===== config.mk =====
export PLATFORM = sky130hd
export DESIGN_NAME = psm_seq
export DESIGN_NICKNAME = d
export VERILOG_FILES = /design/src/rtl/psm_pkg.sv /design/src/rtl/psm_alu.sv /design/src/rtl/psm_seq.sv
export SDC_FILE = /design/constraint.sdc
export NUM_CORES = 1
export LEC_CHECK = 0
export CAP_MARGIN = 20
export CORE_MARGIN = 5
export CORE_UTILIZATION = 60
export CTS_BUF_LIST = sky130_fd_sc_hd__clkbuf_16
export CTS_CLUSTER_DIAMETER = 50
export DETAILED_ROUTE_END_ITERATION = 7
export PLACE_DENSITY = 0.81
export SYNTH_ARGS = -nofsm -noshare
export SYNTH_HDL_FRONTEND = slang
export SYNTH_SLANG_ARGS = --single-unit

===== constraint.sdc =====
create_clock -name Clock -period 3.2 [get_ports Clock]
set_input_delay 0.48 -clock Clock [delete_from_list [all_inputs] [get_ports Clock]]
set_output_delay 0.48 -clock Clock [all_outputs]
set_load 0.1 [all_outputs]

===== src/rtl/psm_pkg.sv =====
// rtl/psm_pkg.sv - shared types and constants for the psm_seq phase sequencer
//
// Purpose : state and operation enumerations used by psm_seq and psm_alu,
//           plus the widths that fix the phase-index and op-code fields.
// Contents: t_state (S_READY, S_RUN), t_op (OP_OR, OP_XOR, OP_ORN, OP_AND),
//           IDX_W, OP_W, MAX_PHASES, psm_op_from_bits().

package psm_pkg;

  // Phase index is always 3 bits wide so PhaseIdx keeps a fixed width
  // regardless of how many phases a particular build uses.
  localparam int IDX_W      = 3;
  localparam int OP_W       = 2;
  localparam int MAX_PHASES = 8;

  typedef enum logic {
    S_READY = 1'b0,
    S_RUN   = 1'b1
  } t_state;

  // Encodings match the raw op codes packed into PHASE_OP.
  typedef enum logic [OP_W-1:0] {
    OP_OR  = 2'd0,
    OP_XOR = 2'd1,
    OP_ORN = 2'd2,
    OP_AND = 2'd3
  } t_op;

  function automatic t_op psm_op_from_bits(input logic [OP_W-1:0] bits);
    return t_op'(bits);
  endfunction

endpackage


===== src/rtl/psm_alu.sv =====
// rtl/psm_alu.sv - bitwise operation unit for the active phase
//
// Purpose : purely combinational evaluation of the phase operation on the
//           two captured operands.
// Ports   : i_a      [DATA_W] operand A
//           i_b      [DATA_W] operand B
//           i_op     t_op     operation selected by the active phase
//           o_result [DATA_W] bitwise result

module psm_alu
  import psm_pkg::*;
#(
  parameter int DATA_W = 3
) (
  input  logic [DATA_W-1:0] i_a,
  input  logic [DATA_W-1:0] i_b,
  input  t_op               i_op,
  output logic [DATA_W-1:0] o_result
);

  always_comb begin
    o_result = '0;
    unique case (i_op)
      OP_OR:   o_result = i_a | i_b;
      OP_XOR:  o_result = i_a ^ i_b;
      // B-only bits are cleared; everything else is set.
      OP_ORN:  o_result = ~(~i_a & i_b);
      OP_AND:  o_result = i_a & i_b;
      default: o_result = '0;
    endcase
  end

endmodule


===== src/rtl/psm_seq.sv =====
// rtl/psm_seq.sv - parametrised phase-sequencing state machine
//
// Purpose : on a Start_N falling edge captures Din1/Din2 and walks through
//           NUM_PHASES timed phases, each applying its own bitwise op to the
//           captured operands. Supports Hold (pause) and Abort (cancel).
// Ports   : Clock      in   system clock, rising edge
//           Reset_N    in   asynchronous active-low reset
//           Din1       in   [DATA_W] operand A, captured on start
//           Din2       in   [DATA_W] operand B, captured on start
//           Start_N    in   active-low start level; falling edge = start event
//           Hold       in   pause counting while running
//           Abort      in   synchronous cancel
//           Ready      out  idle and accepting a start
//           Phase      out  [NUM_PHASES] one-hot active phase, 0 when Ready
//           PhaseIdx   out  [3] active phase index, 0 when Ready
//           Dout       out  [DATA_W] active phase result, 0 when Ready
//           Done       out  one-cycle pulse after the last phase completes
//           Aborted    out  one-cycle pulse after an abort
// All outputs decode registered state only.

module psm_seq
  import psm_pkg::*;
#(
  parameter int                            DATA_W     = 3,
  parameter int                            NUM_PHASES = 3,
  parameter int                            CNT_W      = 32,
  parameter logic [NUM_PHASES*CNT_W-1:0]   PHASE_TIME = {32'd80_000_000, 32'd10_000_000, 32'd30_000_000},
  parameter logic [NUM_PHASES*OP_W-1:0]    PHASE_OP   = {2'd2, 2'd1, 2'd0}
) (
  input  logic                  Clock,
  input  logic                  Reset_N,
  input  logic [DATA_W-1:0]     Din1,
  input  logic [DATA_W-1:0]     Din2,
  input  logic                  Start_N,
  input  logic                  Hold,
  input  logic                  Abort,
  output logic                  Ready,
  output logic [NUM_PHASES-1:0] Phase,
  output logic [IDX_W-1:0]      PhaseIdx,
  output logic [DATA_W-1:0]     Dout,
  output logic                  Done,
  output logic                  Aborted
);

  t_state              r_state;
  t_state              w_state_nxt;
  logic [IDX_W-1:0]    r_idx;
  logic [IDX_W-1:0]    w_idx_nxt;
  logic [CNT_W-1:0]    r_cnt;
  logic [CNT_W-1:0]    w_cnt_nxt;
  logic [DATA_W-1:0]   r_a;
  logic [DATA_W-1:0]   r_b;
  logic [DATA_W-1:0]   w_a_nxt;
  logic [DATA_W-1:0]   w_b_nxt;
  logic                r_start_hist;
  logic                r_done;
  logic                r_aborted;
  logic                w_done_nxt;
  logic                w_aborted_nxt;

  logic                w_start_ev;
  logic                w_running;
  logic [CNT_W-1:0]    w_cnt_inc;
  logic [CNT_W-1:0]    w_cur_time;
  t_op                 w_cur_op;
  logic                w_phase_end;
  logic                w_last_phase;
  logic [DATA_W-1:0]   w_alu_result;

  // r_start_hist holds Start_N from the previous edge. It resets to 0 so a
  // Start_N held low across reset release is not seen as a falling edge.
  assign w_start_ev = ~Start_N & r_start_hist;
  assign w_running  = (r_state == S_RUN);

  // Per-phase duration and op lookup, built as a mux over constant slices.
  always_comb begin
    w_cur_time = '0;
    w_cur_op   = OP_OR;
    for (int i = 0; i < NUM_PHASES; i++) begin
      if (r_idx == IDX_W'(i)) begin
        w_cur_time = PHASE_TIME[i*CNT_W +: CNT_W];
        w_cur_op   = psm_op_from_bits(PHASE_OP[i*OP_W +: OP_W]);
      end
    end
  end

  assign w_cnt_inc    = r_cnt + CNT_W'(1);
  assign w_phase_end  = (w_cnt_inc == w_cur_time);
  assign w_last_phase = (r_idx == IDX_W'(NUM_PHASES - 1));

  // Next-state logic. Priority while running: Abort, then Hold, then count.
  always_comb begin
    w_state_nxt   = r_state;
    w_idx_nxt     = r_idx;
    w_cnt_nxt     = r_cnt;
    w_a_nxt       = r_a;
    w_b_nxt       = r_b;
    w_done_nxt    = 1'b0;
    w_aborted_nxt = 1'b0;

    unique case (r_state)
      S_READY: begin
        // Abort here only matters in that it swallows a coincident start.
        if (w_start_ev && !Abort) begin
          w_state_nxt = S_RUN;
          w_idx_nxt   = '0;
          w_cnt_nxt   = '0;
          w_a_nxt     = Din1;
          w_b_nxt     = Din2;
        end
      end

      S_RUN: begin
        if (Abort) begin
          w_state_nxt   = S_READY;
          w_idx_nxt     = '0;
          w_cnt_nxt     = '0;
          w_aborted_nxt = 1'b1;
        end else if (!Hold) begin
          if (w_phase_end) begin
            w_cnt_nxt = '0;
            if (w_last_phase) begin
              w_state_nxt = S_READY;
              w_idx_nxt   = '0;
              w_done_nxt  = 1'b1;
            end else begin
              w_idx_nxt = r_idx + IDX_W'(1);
            end
          end else begin
            w_cnt_nxt = w_cnt_inc;
          end
        end
      end

      default: begin
        w_state_nxt = S_READY;
        w_idx_nxt   = '0;
        w_cnt_nxt   = '0;
      end
    endcase
  end

  always_ff @(posedge Clock or negedge Reset_N) begin
    if (!Reset_N) begin
      r_state      <= S_READY;
      r_idx        <= '0;
      r_cnt        <= '0;
      r_a          <= '0;
      r_b          <= '0;
      r_start_hist <= 1'b0;
      r_done       <= 1'b0;
      r_aborted    <= 1'b0;
    end else begin
      r_state      <= w_state_nxt;
      r_idx        <= w_idx_nxt;
      r_cnt        <= w_cnt_nxt;
      r_a          <= w_a_nxt;
      r_b          <= w_b_nxt;
      r_start_hist <= Start_N;
      r_done       <= w_done_nxt;
      r_aborted    <= w_aborted_nxt;
    end
  end

  psm_alu #(
    .DATA_W (DATA_W)
  ) u_alu (
    .i_a      (r_a),
    .i_b      (r_b),
    .i_op     (w_cur_op),
    .o_result (w_alu_result)
  );

  always_comb begin
    Phase = '0;
    for (int i = 0; i < NUM_PHASES; i++) begin
      Phase[i] = w_running && (r_idx == IDX_W'(i));
    end
  end

  // Captured operands persist while idle; the result is masked instead.
  assign Ready    = ~w_running;
  assign PhaseIdx = w_running ? r_idx : '0;
  assign Dout     = w_running ? w_alu_result : '0;
  assign Done     = r_done;
  assign Aborted  = r_aborted;

endmodule


## Yosys cells after proc, flatten, opt, wreduce, memory -nomap -nowiden

Cells that the tools add are included.

- Reduce and logical (&&, ||, !) cells: 10
- Equality and inequality tests: 9
- Multiplexer cells: 32
- Bitwise logic cells: 9
- Add/subtract/negate cells: 2

Operators by type and width:

| operator | count |
|---|---|
| $mux W32 | 4 |
| $pmux W32 S2 | 1 |
| $mux W25 | 2 |
| $add A32 B1 Y32 const B | 1 |
| $eq A32 B32 Y1 | 1 |
| $mux W27 | 1 |
| $mux W3 | 7 |
| $mux W1 | 13 |
| $pmux W3 S4 | 1 |
| $and A3 B3 Y3 | 2 |
| $not A3 Y3 | 2 |
| $pmux W3 S2 | 1 |
| $eq A2 B2 Y1 const B | 2 |
| $logic_and A1 B1 Y1 | 4 |
| $reduce_and A2 Y1 | 2 |
| $add A3 B1 Y3 const B | 1 |
| $eq A3 B1 Y1 const B | 1 |
| $eq A3 B2 Y1 const B | 1 |
| $logic_not A3 Y1 | 1 |
| $ne A3 B2 Y1 const B | 1 |
| $ne A3 B3 Y1 const B | 1 |
| $or A3 B3 Y3 | 1 |
| $reduce_and A3 Y1 | 1 |
| $xor A3 B3 Y3 | 1 |
| 8 further kinds | 9 |

- Register bits after elaboration: 45
- Output and inout bits: 12

## Logic depth before layout (Yosys ltp)

- Depth after elaboration: 9
- Mapped depth: 12
- Depth with buffers taken out: 10

## Modules after synthesis

A second synthesis with hierarchy kept.

- Cells, all modules: 450
- Area, all modules: 3712.3 um^2

By module, submodules not included:

| module | cells an instance | instances | area each (um^2) | seq. area each (um^2) |
|---|---|---|---|---|
| psm_seq | 426 | 1 | 3475.8 | 1126.1 |
| psm_alu | 24 | 1 | 236.5 | 0.0 |

## Worst setup path before layout

OpenSTA, ideal clock, no wires.

- Path type: reg2out
- From: register r_state
- To: output Dout[0]
- Path slack: -0.984 ns
- Path buffers: 0
- Cell stages (with the launch flop): 3
- Required time: 2.720 ns
- Arrival time: 3.704 ns
- Cell sequence: dfrtp_1 clkinv_1 a221oi_1

- Longest elaborated chain between the ends: 1

Ends and longest elaborated chain:

| item | RTL line | RTL |
|---|---|---|
| from (decl) | psm_seq.sv:45 | `t_state r_state;` |
| from (signal assigned) | psm_seq.sv:154 | `r_state <= w_state_nxt;` |
| $mux W3 | psm_seq.sv:184 | `assign Dout = w_running ? w_alu_result : '0;` |
| to (decl) | psm_seq.sv:40 | `output logic [DATA_W-1:0] Dout,` |

No other way between the ends.

## Worst setup path after layout

- From: register r_cnt[11]
- To: register r_state

- Longest elaborated chain between the ends: 6

Ends and longest elaborated chain:

| item | RTL line | RTL |
|---|---|---|
| from (decl) | psm_seq.sv:49 | `logic [CNT_W-1:0] r_cnt;` |
| from (signal assigned) | psm_seq.sv:156 | `r_cnt <= w_cnt_nxt;` |
| $add A32 B1 Y32 | psm_seq.sv:87 | `assign w_cnt_inc = r_cnt + CNT_W'(1);` |
| $eq A32 B32 Y1 | psm_seq.sv:88 | `assign w_phase_end = (w_cnt_inc == w_cur_time);` |
| $mux W1 | psm_seq.sv:120 | `if (w_phase_end) begin` |
| $mux W1 | psm_seq.sv:119 | `end else if (!Hold) begin` |
| $mux W1 | psm_seq.sv:114 | `if (Abort) begin` |
| $pmux W1 S2 | psm_seq.sv:101 | `unique case (r_state)` |
| net w_state_nxt | psm_seq.sv:46 | `t_state w_state_nxt;` |

The timed path passes the listed nets, and every way through them passes these cells.
A chain may end at the register's enable or synchronous reset.

==> flow_metrics.env <==
export IMPL_start_kind="flip-flop"
export IMPL_postSynth_topFlopCell="sky130_fd_sc_hd__dfrtp_1"
export IMPL_yosysWarnings=0
export IMPL_diodes_inserted=0
export IMPL_cts_buffers=5
export IMPL_fp_dieH_um=88.13
export IMPL_global_route_wire_length_before_repair_mm=18.33
export IMPL_synth_lib_cells_used_distinct=71
export IMPL_fp_row_count=28
export IMPL_critical_path_endpoint="r_state"
export IMPL_drtIter0Drc=437
export IMPL_cellLeakagePower_nw=1.747
export IMPL_synth_common_cells="62 x sky130_fd_sc_hd__nand2_1, 45 x sky130_fd_sc_hd__dfrtp_1, 34 x sky130_fd_sc_hd__nand3_1, 22 x sky130_fd_sc_hd__inv_1, 22 x sky130_fd_sc_hd__nor2_1"
export IMPL_multi_input_area_um2=2382
export IMPL_drive_above_1_share=0.1896
export IMPL_report_final_slew_viol_count=0
export IMPL_max_slew_worst_pin_slew_ns=0.9853
export IMPL_yosys_cell_count_top_type="sky130_fd_sc_hd__nand2_1"
export IMPL_synth_top_area_frac=0.3075
export IMPL_cts_htree_levels=2
export IMPL_coreArea_um2=5921
export IMPL_detailed_place_hpwl_mm=8.369
export IMPL_clock_sinks=45
export IMPL_detail_route_antenna_nets=0
export IMPL_cp_data_arrival_time_ns=3.31
export IMPL_dr_total_vias=3988
export IMPL_routabilityCongestion=1.035
export IMPL_area_of_all_sequential_standard_cells_um2=1132
export IMPL_max_clock_path_buffers=2
export IMPL_final_core_utilization=0.7405
export IMPL_synth_area_leaders="sky130_fd_sc_hd__dfrtp_1 31%, sky130_fd_sc_hd__nand2_1 6.4%, sky130_fd_sc_hd__nand3_1 4.6%, sky130_fd_sc_hd__xnor2_1 3.8%, sky130_fd_sc_hd__nand4_1 2.9%"
export IMPL_p_per_cell_area_nw_per_um2=320.7
export IMPL_dpl_cell_area_um2=4093
export IMPL_drv_cap=0
export IMPL_timing_clock_skew_ns=0.007019
export IMPL_worstReg2RegStart="r_cnt[11]"
export IMPL_first_pass_iters=5
export IMPL_synth_largest_area_cell="sky130_fd_sc_hd__dfrtp_1"
export IMPL_max_freq_mhz=316.5
export IMPL_worst_setup_path_type="reg2reg"
export IMPL_setup_tns_ns=0
export IMPL_asyncSetResetFlopFracSynth=1.000
export IMPL_report_final_setup_viol=0
export IMPL_synth_area_per_cell_um2=7.910
export IMPL_power_mw=1.406
export IMPL_grt_start_max_net_pins=46
export IMPL_cts_tree="yes"
export IMPL_die_width_um=88.13
export IMPL_gr_total_overflow=0
export IMPL_syn2layout_area_growth_pct=19.71
export IMPL_worst_setup_hold_path_clk_slew_ns=0.07
export IMPL_num_nets_final=518
export IMPL_period_share=0.9873
export IMPL_critPathCaptureType="flip-flop"
export IMPL_reg2regPathDepth=10
export IMPL_die_area_um2=7766
export IMPL_timing_hold_ws_ns=0.07657
export IMPL_vdd_drop_max_uv=254.9
export IMPL_vias_per_cell=6.924
export IMPL_yosys_register_bits=45
export IMPL_synth_fp_nets=481
export IMPL_number_of_flops_mapped_to_enable_cells_by_yosys=0
export IMPL_worst_endpoint_required_ns=3.35
export IMPL_wl_per_cell_um=19.85
export IMPL_first_global_vias=3696
export IMPL_wirelength_mm=11.43
export IMPL_grt_antenna_before_repair=0
export IMPL_hold_path_class="in2async"
export IMPL_initial_core_util=0.6186
export IMPL_hold_violations=0
export IMPL_outcome="complete, no violations"
export IMPL_setup_slack_of_the_worst_register_to_register_path_ns=0.04
export IMPL_timing_rr_end="r_state"
export IMPL_root_buffer_selected_by_cts="sky130_fd_sc_hd__clkbuf_16"
export IMPL_worstPathMaxFanout=8
export IMPL_post_cts_hold_buffer_count=0
export IMPL_slew_hr=0.3410
export IMPL_remaining_drc_errors=0
export IMPL_gr_util_all_layers=0.3018
export IMPL_synth_cells=463
export IMPL_floorplan_io_pins=23
export IMPL_finalWorstPathRequiredPeriod_ns=3.159
export IMPL_synthesis_area_um2=3662
export IMPL_filler_cell_count=424
export IMPL_clk_latency_ns=0.29
export IMPL_numPortBuffers=22
export IMPL_post_route_cell_area_um2=4384
export IMPL_crit_start="r_cnt[11]"
export IMPL_ys_seq_area_frac=0.3075
cell usage in the layout (no fill, tap or decap), types with 4 or more instances in the layout:
cell type                         instances
sky130_fd_sc_hd__nand2_1                 62
sky130_fd_sc_hd__nor4_1                  13
sky130_fd_sc_hd__dfrtp_2                  5
sky130_fd_sc_hd__buf_4                   48
sky130_fd_sc_hd__inv_1                   23
sky130_fd_sc_hd__xnor2_1                 16
sky130_fd_sc_hd__nor2_1                  22
sky130_fd_sc_hd__o22ai_1                 14
sky130_fd_sc_hd__nand2b_1                 4
sky130_fd_sc_hd__o31ai_1                  6
sky130_fd_sc_hd__or4_1                    7
sky130_fd_sc_hd__a21oi_1                 18
sky130_fd_sc_hd__o21ai_0                 16
sky130_fd_sc_hd__dfrtp_1                 40
sky130_fd_sc_hd__and2_1                   9
sky130_fd_sc_hd__and4_1                   5
sky130_fd_sc_hd__a31oi_1                  8
sky130_fd_sc_hd__and3_1                   7
sky130_fd_sc_hd__clkdlybuf4s50_1         11
sky130_fd_sc_hd__clkbuf_16                5
sky130_fd_sc_hd__nand3_1                 34
sky130_fd_sc_hd__nand4_1                 17
sky130_fd_sc_hd__nor3_1                  14
sky130_fd_sc_hd__or2_2                    6
sky130_fd_sc_hd__xor2_1                   5
sky130_fd_sc_hd__ha_1                     6
sky130_fd_sc_hd__o211ai_1                 5
area by class of cell:
cell class,count,area share
Tap cell,75,0.02140
Sequential cell,45,0.2583
Inverter,23,0.01969
Multi-Input combinational cell,362,0.5434
Clock buffer,5,0.02854
Clock inverter,3,0.008562
Timing Repair Buffer,63,0.1201
report_power, final:
part / switching [mW] / internal (mW) / leakage [nW]
clock: 0.233 / 0.364 / 0.0826
combinational: 0.147 / 0.0630 / 1.06
sequential: 0.0107 / 0.588 / 0.607
total: 0.391 / 1.02 / 1.75
how the worst min path moves through the flow:
stage,startpoint,end,cells after the start
after floorplan,Reset_N,Aborted,0
after global placement,r_cnt[1],r_cnt[1],2
after detailed placement,r_cnt[1],r_cnt[1],2
after CTS,Reset_N,r_cnt[31],1
after global routing,Reset_N,r_cnt[31],1
final,Reset_N,r_cnt[31],1
state kept, by name (all words and copies together), names as in the netlist:
| signal | count |
|---|---|
| r_b | 3 |
| r_idx | 3 |
| r_state | 1 |
| Done | 1 |
| r_start_hist | 1 |
| r_cnt | 32 |
| r_a | 3 |
| Aborted | 1 |
per-layer routing:
layer  up-vias  routed length, um  global-route usage
met3        52               1078             0.03951
met2       274               5319              0.4897
met4         0                488              0.1332
li1       1797                  -                   -
met5         -                  0                   0
met1      1865               4547              0.4032
metrics by stage:
stage	setup WS, ns	instances
2_1_floorplan	-0.8285	463
3_3_place_gp	0.1073	562
3_5_place_dp	0.02378	562
4_1_cts	0.003978	570
5_1_grt	-0.06805	576
6_report	0.04077	576
critical path, cell delays in order, from the launching register on:
cell and delay (ns):
sky130_fd_sc_hd__dfrtp_1 0.41, sky130_fd_sc_hd__nand4_4 0.19, sky130_fd_sc_hd__or4_4 0.56, sky130_fd_sc_hd__or3_4 0.43, sky130_fd_sc_hd__mux2i_2 0.22, sky130_fd_sc_hd__nand3b_1 0.17
sky130_fd_sc_hd__nor4_4 0.34, sky130_fd_sc_hd__o2111ai_4 0.23, sky130_fd_sc_hd__buf_4 0.20, sky130_fd_sc_hd__nor3_1 0.17, sky130_fd_sc_hd__o21bai_1 0.09
cells by family after synthesis:
kind of cell | synth area share
adders and majority gates | 0.02391
DFF | 0.3075
xor gates and xnor gates | 0.05637
and+or+nand+nor | 0.3393
muxes | 0.01093
buffers and inverters | 0.06662
AOI/OAI and AO/OA | 0.1954
what timing repair did:
item | CTS | global route
gates resized for setup | 0 | 16
buffers inserted | 0 | 5
endpoints found under the setup margin | 0 | 30
No activity file was read; power rests on OpenSTA's default activity.
